[config.mk]
export PLATFORM = sky130hd
export DESIGN_NAME = multicycle_controller
export DESIGN_NICKNAME = d
export VERILOG_FILES = /design/src/rtl/multicycle_controller.sv
export SDC_FILE = /design/constraint.sdc
export NUM_CORES = 1
export LEC_CHECK = 0
export ABC_CLOCK_PERIOD_IN_PS = 1930
export BUFFER_PORTS_ARGS = -buffer_cell sky130_fd_sc_hd__buf_4
export CELL_PAD_IN_SITES_DETAIL_PLACEMENT = 1
export CELL_PAD_IN_SITES_GLOBAL_PLACEMENT = 1
export CORE_AREA = 5 5 51 87
export DETAILED_ROUTE_END_ITERATION = 10
export DIE_AREA = 0 0 56 92
export MAX_ROUTING_LAYER = met4
export PLACE_DENSITY = 0.82
export SYNTH_ARGS = -nofsm -noshare
export SYNTH_HDL_FRONTEND = slang
export SYNTH_SLANG_ARGS = --single-unit
[constraint.sdc]
create_clock -name clk -period 1.93 [get_ports clk]
set_input_delay 0.193 -clock clk [delete_from_list [all_inputs] [get_ports clk]]
set_output_delay 0.193 -clock clk [all_outputs]
set_load 0.05 [all_outputs]
[src/rtl/multicycle_controller.sv]
// Moore control unit for the multicycle RV32I datapath: sequences fetch, decode,
// execute, memory and writeback, waits on the memory handshake, resolves branches.
module multicycle_controller #(
    parameter bit HAS_MEM_HANDSHAKE = 1'b1,
    parameter bit TRAP_ON_ILLEGAL   = 1'b1
) (
    input  logic       clk,
    input  logic       reset,
    input  logic [6:0] op,
    input  logic [2:0] funct3,
    input  logic       Zero,
    input  logic       less_than,
    input  logic       unsigned_less_than,
    input  logic       mem_ready,
    output logic       PCWrite,
    output logic       AdrSrc,
    output logic       MemWrite,
    output logic       IRWrite,
    output logic       RegWrite,
    output logic       mem_req,
    output logic [1:0] ResultSrc,
    output logic [1:0] ALUSrcA,
    output logic [1:0] ALUSrcB,
    output logic [1:0] ALUOp,
    output logic [2:0] ImmSrc,
    output logic       illegal_instr,
    output logic [3:0] state_dbg
);

    typedef enum logic [3:0] {
        FETCH    = 4'd0,  DECODE = 4'd1,  MEMADR = 4'd2,  MEMREAD = 4'd3,
        MEMWB    = 4'd4,  MEMWRITE = 4'd5, EXECR = 4'd6,  EXECI   = 4'd7,
        ALUWB    = 4'd8,  BRANCH = 4'd9,  JAL    = 4'd10, JALR    = 4'd11,
        LINK     = 4'd12, UTYPE  = 4'd13, TRAP   = 4'd14
    } state_t;

    typedef struct packed {
        logic       pc_write;
        logic       adr_src;
        logic       mem_write;
        logic       reg_write;
        logic       mem_req;
        logic [1:0] result_src;
        logic [1:0] alu_src_a;
        logic [1:0] alu_src_b;
        logic [1:0] alu_op;
        logic [2:0] imm_src;
    } ctrl_t;

    state_t state_q, state_d;
    ctrl_t  ctrl_q;
    logic   illegal_q;
    logic   mem_rdy_s;
    logic   taken_s;

    // Static per-state controls; op only matters for the load/store and lui/auipc splits.
    function automatic ctrl_t decode_ctrl(input state_t s, input logic [6:0] opc);
        ctrl_t c;
        c = '0;
        case (s)
            FETCH:    begin c.mem_req = 1'b1; c.alu_src_b = 2'b10; c.result_src = 2'b10; end
            DECODE:   begin c.alu_src_a = 2'b01; c.alu_src_b = 2'b01; c.imm_src = 3'b010; end
            MEMADR:   begin
                c.alu_src_a = 2'b10; c.alu_src_b = 2'b01;
                c.imm_src   = opc[5] ? 3'b001 : 3'b000;
            end
            MEMREAD:  begin c.mem_req = 1'b1; c.adr_src = 1'b1; end
            MEMWB:    begin c.result_src = 2'b01; c.reg_write = 1'b1; end
            MEMWRITE: begin c.mem_req = 1'b1; c.adr_src = 1'b1; c.mem_write = 1'b1; end
            EXECR:    begin c.alu_src_a = 2'b10; c.alu_op = 2'b10; end
            EXECI:    begin
                c.alu_src_a = 2'b10; c.alu_src_b = 2'b01; c.alu_op = 2'b10;
            end
            ALUWB:    c.reg_write = 1'b1;
            BRANCH:   begin c.alu_src_a = 2'b10; c.alu_op = 2'b01; end
            JAL:      begin c.pc_write = 1'b1; c.alu_src_a = 2'b01; c.alu_src_b = 2'b10; end
            JALR:     begin
                c.alu_src_a = 2'b10; c.alu_src_b = 2'b01;
                c.result_src = 2'b10; c.pc_write = 1'b1;
            end
            LINK:     begin c.alu_src_a = 2'b01; c.alu_src_b = 2'b10; end
            UTYPE:    begin
                c.alu_src_a = opc[5] ? 2'b11 : 2'b01;
                c.alu_src_b = 2'b01; c.imm_src = 3'b100;
            end
            default:  c = '0;
        endcase
        return c;
    endfunction

    assign mem_rdy_s = HAS_MEM_HANDSHAKE ? mem_ready : 1'b1;

    // Branch condition from ALU flags.
    always_comb begin
        taken_s = 1'b0;
        case (funct3)
            3'b000:  taken_s = Zero;
            3'b001:  taken_s = ~Zero;
            3'b100:  taken_s = less_than;
            3'b101:  taken_s = ~less_than;
            3'b110:  taken_s = unsigned_less_than;
            3'b111:  taken_s = ~unsigned_less_than;
            default: taken_s = 1'b0;
        endcase
    end

    // Next-state logic.
    always_comb begin
        state_d = state_q;
        case (state_q)
            FETCH:    if (mem_rdy_s) state_d = DECODE; else state_d = FETCH;
            DECODE: begin
                case (op)
                    7'b0000011, 7'b0100011: state_d = MEMADR;
                    7'b0110011:             state_d = EXECR;
                    7'b0010011:             state_d = EXECI;
                    7'b1100011:             state_d = BRANCH;
                    7'b1101111:             state_d = JAL;
                    7'b1100111:             state_d = JALR;
                    7'b0110111, 7'b0010111: state_d = UTYPE;
                    default:                state_d = TRAP_ON_ILLEGAL ? TRAP : FETCH;
                endcase
            end
            MEMADR:   if (op[5]) state_d = MEMWRITE; else state_d = MEMREAD;
            MEMREAD:  if (mem_rdy_s) state_d = MEMWB; else state_d = MEMREAD;
            MEMWRITE: if (mem_rdy_s) state_d = FETCH; else state_d = MEMWRITE;
            EXECR, EXECI, JAL, LINK, UTYPE: state_d = ALUWB;
            JALR:     state_d = LINK;
            MEMWB, ALUWB, BRANCH: state_d = FETCH;
            TRAP:     state_d = TRAP;
            default:  state_d = FETCH;
        endcase
    end

    // State, registered Moore controls and the sticky illegal flag.
    always_ff @(posedge clk) begin
        if (reset) begin
            state_q   <= FETCH;
            ctrl_q    <= decode_ctrl(FETCH, op);
            illegal_q <= 1'b0;
        end else begin
            state_q <= state_d;
            ctrl_q  <= decode_ctrl(state_d, op);
            if (state_d == TRAP) illegal_q <= 1'b1;
            else                 illegal_q <= illegal_q;
        end
    end

    // Reset blanks every output in the same cycle, so an in-flight store strobe drops at once.
    always_comb begin
        if (reset) begin
            PCWrite = 1'b0; AdrSrc = 1'b0; MemWrite = 1'b0; IRWrite = 1'b0;
            RegWrite = 1'b0; mem_req = 1'b0; ResultSrc = 2'b00; ALUSrcA = 2'b00;
            ALUSrcB = 2'b00; ALUOp = 2'b00; ImmSrc = 3'b000;
            illegal_instr = 1'b0; state_dbg = 4'd0;
        end else begin
            PCWrite  = ctrl_q.pc_write
                     | ((state_q == FETCH) & mem_rdy_s)
                     | ((state_q == BRANCH) & taken_s);
            IRWrite  = (state_q == FETCH) & mem_rdy_s;
            AdrSrc   = ctrl_q.adr_src;
            MemWrite = ctrl_q.mem_write;
            RegWrite = ctrl_q.reg_write;
            mem_req  = ctrl_q.mem_req;
            ResultSrc = ctrl_q.result_src;
            ALUSrcA  = ctrl_q.alu_src_a;
            ALUSrcB  = ctrl_q.alu_src_b;
            ALUOp    = ctrl_q.alu_op;
            ImmSrc   = ctrl_q.imm_src;
            illegal_instr = illegal_q;
            state_dbg = state_q;
        end
    end

endmodule
Word-level counts from Yosys, hierarchy flattened --
Cells that the tools add are included.
Word-level totals: logic and storage cells 107, memories kept 0, register bits after elaboration 21, bits of input ports 16, memory bits (read-only) 0, bits in latches 0, output and inout port bits 22, memory bits (writable) 0
Operators by class: $mul 0, equal/unequal tests 40, mux-type cells 32, shifts and indexed selects 0, add/subtract/negate cells 0, bitwise gates (word level) 7, $lt $le $gt $ge 0, reduce and logical (&&, ||, !) cells 16, div/mod/pow operators 0
Operator list (number):
- $eq 4x4->1 const B | 13
- $pmux 4 s8 | 1
- $eq 4x3->1 const B | 7
- $pmux 4 s7 | 1
- $eq 7x6->1 const B | 3
- $eq 7x7->1 const B | 3
- $eq 4x2->1 const B | 4
- $reduce_or 5->1 | 3
- $eq 7x5->1 const B | 2
- $mux 1 | 14
- $reduce_or 2->1 | 7
- $eq 3x3->1 const B | 4
- $mux 3 | 4
- $pmux 2 s2 | 3
- $mux 2 | 5
- $pmux 3 s3 | 1
- $reduce_or 3->1 | 3
- $eq 4x1->1 const B | 2
- $logic_not 4->1 | 2
- $eq 7x2->1 const B | 1
- $pmux 1 s6 | 1
- $pmux 2 s3 | 1
- $mux 4 | 1
- $eq 3x1->1 const B | 1
- 4 further kinds | 8

Depth between registers and ports, before layout --
depth in word-level cells 7, mapped depth 8, depth with buffers taken out 6

Least setup slack after synthesis --
No wires, ideal clock.
path kind register to output, from reg state_q[2], to out PCWrite, arrival time 1.603 ns, buffers on the path 1, required time 1.737 ns, cell stages (with the launch flop) 5, setup slack 0.134 ns, cells stage by stage dfxtp_1 > buf_6 > nor2_8 > nand3_1 > a31oi_1
On the way: word-level cells in the longest chain between the ends 5, elaborated cells on any way between the ends 7, those cells by class eq/ne: 1; mux: 1; bitwise: 4; reduce/logical: 1
RTL lines:
- from (decl) | line 50 | state_t state_q, state_d;
- from (signal assigned) | line 142 | state_q <= state_d;
- $logic_not 4->1 | line 158 | | ((state_q == FETCH) & mem_rdy_s)
- $and 1x1->1 | line 158
- $or 1x1->1 | line 158
- $or 1x1->1 * | line 159 | | ((state_q == BRANCH) & taken_s);
- $mux 1 * | line 151 | if (reset) begin
- to (decl) | line 15 | output logic PCWrite,
Mark *: on every way between the ends. The rest lies on a longest branch, timed or not.

Worst setup path in the final report --
from reg state_q[1], to reg ctrl_q[7] (netlist name)
On the way: word-level cells in the longest chain between the ends 6, elaborated cells on any way between the ends 26, those cells by class eq/ne: 20; mux: 2; reduce/logical: 4
RTL lines:
- $eq 4x3->1 / $eq 4x4->1 (equally long branches) | line 110 | case (state_q)
- $reduce_or 5->1 | line 110
- $pmux 4 s8 * | line 110
- $eq 4x4->1 (tied with other cells) | line 60 | case (s)
- $reduce_or 5->1 (no line) / $reduce_or 3->1 (equally long branches)
- $pmux 2 s3 * | line 60
- to (signal assigned) | line 139 | ctrl_q <= decode_ctrl(FETCH, op);
- to (signal assigned) | line 143 | ctrl_q <= decode_ctrl(state_d, op);
- to (decl) | line 51 | ctrl_t ctrl_q;
Marks and branches as above. A chain may end at the register's enable or synchronous reset.

==> metrics.txt <==
# TYPE chip_impl_metric gauge
chip_impl_metric{name="worst-endpoint-required",unit="ns"} 2.08
chip_impl_metric{name="antenna_violations_before_repair",unit=""} 0
chip_impl_info{name="worst_path_dominant_cell_family",value="simple AND/OR/NAND/NOR gates"} 1
chip_impl_metric{name="post_synth_xor_area_fraction",unit="%"} 3.37
chip_impl_metric{name="post_synth_arst_share",unit="%"} 0
chip_impl_metric{name="post_drt_via_cell_ratio",unit=""} 5.16
chip_impl_metric{name="insertion_delay",unit="ns"} 0.26
chip_impl_metric{name="dp_hpwl",unit="mm"} 2.91
chip_impl_metric{name="synth_area",unit="um2"} 1300
chip_impl_metric{name="timing.final.crit_share",unit="%"} 96.5
chip_impl_metric{name="cts_buffers",unit=""} 3
chip_impl_metric{name="synthAdderAreaFrac",unit="%"} 0
chip_impl_metric{name="placeableCoreArea",unit="um2"} 3590
chip_impl_metric{name="routedWlPerCell",unit="um"} 15.7
chip_impl_metric{name="globalRouteOverflowTotal",unit=""} 0
chip_impl_metric{name="post_layout_nonfiller_instances",unit=""} 242
chip_impl_metric{name="drt_wl_total",unit="mm"} 3.80
chip_impl_metric{name="setup_ws",unit="ns"} 0.0670
chip_impl_info{name="cts_tree",value="built"} 1
chip_impl_metric{name="fp-row-count",unit=""} 29
chip_impl_metric{name="cts.sinks",unit=""} 21
chip_impl_metric{name="tns",unit="ns"} 0
chip_impl_metric{name="max_freq",unit="MHz"} 537
chip_impl_info{name="criticalPathCategory",value="flop to flop"} 1
chip_impl_metric{name="io_pins",unit=""} 38
chip_impl_metric{name="dpl.cell_count",unit=""} 232
chip_impl_info{name="crit_path_end_kind",value="flop"} 1
chip_impl_metric{name="ant_nets",unit=""} 0
chip_impl_metric{name="synth_enable_flop_cells",unit=""} 0
chip_impl_info{name="synth_top_cells_by_area",value="dfxtp_1, nor2b_1, buf_6"} 1
chip_impl_metric{name="slew_headroom",unit="%"} 73.9
chip_impl_metric{name="final_cell_area",unit="um2"} 1720
chip_impl_info{name="run_status",value="complete, no violations"} 1
chip_impl_info{name="root_buffer",value="clkbuf_8"} 1
chip_impl_metric{name="total_power",unit="mW"} 1.47
chip_impl_metric{name="finalSetupViolations",unit=""} 0
chip_impl_metric{name="number_of_global_route_vias_before_repair",unit=""} 1318
chip_impl_metric{name="detailroute.via_count",unit=""} 1248
chip_impl_metric{name="yosysUniqueCellTypes",unit=""} 50
chip_impl_metric{name="crit_path_max_fanout",unit=""} 6
chip_impl_metric{name="vertical_die_dimension",unit="um"} 92
chip_impl_metric{name="synth.mux.area_fraction",unit="%"} 2.31
chip_impl_metric{name="leakagePower",unit="nW"} 0.774
chip_impl_metric{name="port_buffers",unit=""} 37
chip_impl_info{name="hold_path_class",value="primary input to flop"} 1
chip_impl_info{name="critical_path.slowest_cell",value="dfxtp_1"} 1
chip_impl_info{name="synth_top_family_by_area",value="simple AND/OR/NAND/NOR gates"} 1
chip_impl_metric{name="die_area",unit="um2"} 5150
chip_impl_metric{name="hold_viol",unit=""} 0
chip_impl_metric{name="critical_path_buf_inv_count",unit=""} 1
chip_impl_metric{name="cts_max_path_buffers",unit=""} 2
chip_impl_metric{name="synth-seq-area-share",unit="%"} 32.3
chip_impl_metric{name="post_synth_and_or_nand_nor_area_fraction",unit="%"} 40.2
chip_impl_metric{name="drt_first_iter_violations",unit=""} 23
chip_impl_metric{name="synth.ff_latch_count",unit=""} 21
chip_impl_metric{name="worst_slew_pin_slew",unit="ns"} 0.391
chip_impl_metric{name="cts.clk_slew.worst_paths",unit="ns"} 0.08
chip_impl_metric{name="firstDrtPassIters",unit=""} 4
chip_impl_metric{name="ys.warnings.count",unit=""} 0
chip_impl_metric{name="final-max-slew-violation-count",unit=""} 0
chip_impl_info{name="synthDominantAreaCellType",value="dfxtp_1"} 1
chip_impl_metric{name="placed_cell_area",unit="um2"} 1620
chip_impl_metric{name="syn-mean-instance-area",unit="um2"} 8.55
chip_impl_metric{name="synthesis.nets",unit=""} 168
chip_impl_metric{name="pin_count_of_the_biggest_net_entering_global_routing",unit=""} 41
chip_impl_metric{name="finalWorstPathRequiredPeriod",unit="ns"} 1.86
chip_impl_info{name="cp-start-kind",value="flop"} 1
chip_impl_metric{name="initial_cell_density_of_the_core",unit="%"} 36.2
chip_impl_metric{name="first_pass_grt_wire_length",unit="mm"} 5.98
chip_impl_metric{name="post_placement_worst_setup_slack",unit="ns"} -0.0441
chip_impl_metric{name="number_of_inserted_diodes",unit=""} 0
chip_impl_metric{name="synthesized_area_fraction_occupied_by_ao_oa_aoi_and_oai_cells",unit="%"} 14.9
chip_impl_metric{name="flow.area_growth_from_synthesis",unit="%"} 32.6
chip_impl_metric{name="finalCoreUtilization",unit="%"} 48.0
chip_impl_info{name="synth_top_flop_cell",value="dfxtp_1"} 1
chip_impl_metric{name="vdd_ir_drop_max",unit="uV"} 402
chip_impl_metric{name="nets",unit=""} 213
chip_impl_metric{name="holdBufCountCts",unit=""} 0
chip_impl_metric{name="worst_path_largest_cell_delay",unit="ns"} 0.35
chip_impl_metric{name="detail_route.drc_violations",unit=""} 0
chip_impl_metric{name="globalplace.congestion",unit=""} 0.801
chip_impl_info{name="crit_path_cell_trace",value="and2b_2 -> o311a_1 -> nor3_2 -> buf_4 -> nor2_1 -> and3_1 -> a311o_1"} 1
chip_impl_metric{name="synth_cells",unit=""} 152
chip_impl_metric{name="cts.htree.levels",unit=""} 1
chip_impl_metric{name="synthDominantCellAreaShare",unit="%"} 32.3
chip_impl_metric{name="drive_above_1_share",unit="%"} 35.7
chip_impl_metric{name="cp.arrival",unit="ns"} 2.01
chip_impl_metric{name="die-width",unit="um"} 56
chip_impl_metric{name="worst_hold_slack",unit="ns"} 0.234
chip_impl_metric{name="powerDensity",unit="nW/um2"} 854
chip_impl_metric{name="grt_use_total",unit="%"} 14.6
chip_impl_metric{name="max-cap-violations",unit=""} 0
chip_impl_metric{name="maximum_clock_skew_at_final_layout",unit="ns"} 0.00111
[worst min-delay path: stages]
cell and delay, ns:
buf_4 0.14, nand2_1 0.06, a21oi_1 0.06
[cells in the final DEF (no fill, tap or decap), types with 2 or more instances in the layout]
master | netlist | final
mux2i_1 | 3 | 3
nor2b_1 | 20 | 20
inv_1 | 3 | 3
nand3_1 | 7 | 7
dfxtp_2 | 0 | 3
nand3b_1 | 2 | 2
a21oi_1 | 5 | 5
a31oi_1 | 2 | 2
buf_4 | 1 | 50
clkbuf_8 | 0 | 3
and3b_1 | 3 | 3
xnor2_1 | 2 | 2
o21ai_0 | 3 | 3
nor3_1 | 5 | 5
xor2_1 | 3 | 3
o21ai_1 | 2 | 2
nand2_1 | 8 | 8
nor3_2 | 2 | 2
nand4b_1 | 2 | 2
and3_1 | 3 | 3
dfxtp_1 | 21 | 18
o211ai_1 | 4 | 4
nand4_1 | 2 | 2
nor2_1 | 11 | 11
nand2b_1 | 4 | 4
[routing by layer]
metal | GRT usage [%] | wire length (um)
met4 | 6.34 | 99
met3 | 1.69 | 112
met2 | 28.6 | 2240
met5 | - | 0
met1 | 13.7 | 1350
[synth_stat cells (all sizes together) (2+ instances only)]
master	count
dfxtp	21
nor2b	20
nor2	14
buf	9
nand2	9
nand3	7
nor3	7
o21ai	6
a21oi	5
nand2b	4
o211ai	4
and3	3
and3b	3
inv	3
mux2i	3
xor2	3
a31oi	2
and2	2
clkbuf	2
nand3b	2
nand4	2
nand4b	2
nor3b	2
o311a	2
xnor2	2
[flip-flops by register name, indices dropped and copies added, names as in the netlist]
register   count
ctrl_q        16
illegal_q      1
state_q        4
[area by class of cell]
cell class | count | area (um2)
clock buffer | 3 | 41.3
clock inverter | 1 | 7.51
fill | 437 | 1870
inverter | 3 | 11.3
multi-input combinational | 117 | 796
sequential | 21 | 424
tap | 46 | 57.6
timing repair buffer | 51 | 387
[final timing paths]
| path | from | end | slack, ns | depth (start not counted) |
|---|---|---|---|---|
| setup / recovery | state_q[1]$_SDFF_PP0_ | ctrl_q[7]$_SDFF_PP0_ | 0.07 | 7 |
| hold / removal | op[5] | ctrl_q[8]$_SDFF_PP0_ | 0.23 | 3 |
| setup reg to reg | state_q[1]$_SDFF_PP0_ | ctrl_q[7]$_SDFF_PP0_ | 0.07 | 7 |
| hold reg to reg | illegal_q$_SDFFE_PP0N_ | illegal_q$_SDFFE_PP0N_ | 0.50 | 2 |
[kinds of logic after synthesis]
logic type	count (synthesis)
and+or+nand+nor	83
AOI/OAI and AO/OA	26
DFF	21
buffers and inverters	14
xor gates and xnor gates	5
muxes	3
[repair_timing]
action / 4_1_cts / 5_1_grt
buffers inserted: 2 / 4
pin swaps: 0 / 1
endpoints found under the setup margin: 2 / 2
resized for setup: 1 / 4
endpoints found under the hold margin: 0 / 0
[where the power goes]
group | internal [mW] | leakage (nW) | switching (mW)
logic | 0.280 | 0.579 | 0.383
clock network | 0.146 | 0.0217 | 0.146
registers | 0.486 | 0.173 | 0.0309
Note: power is estimated with default switching activity, not from simulation.
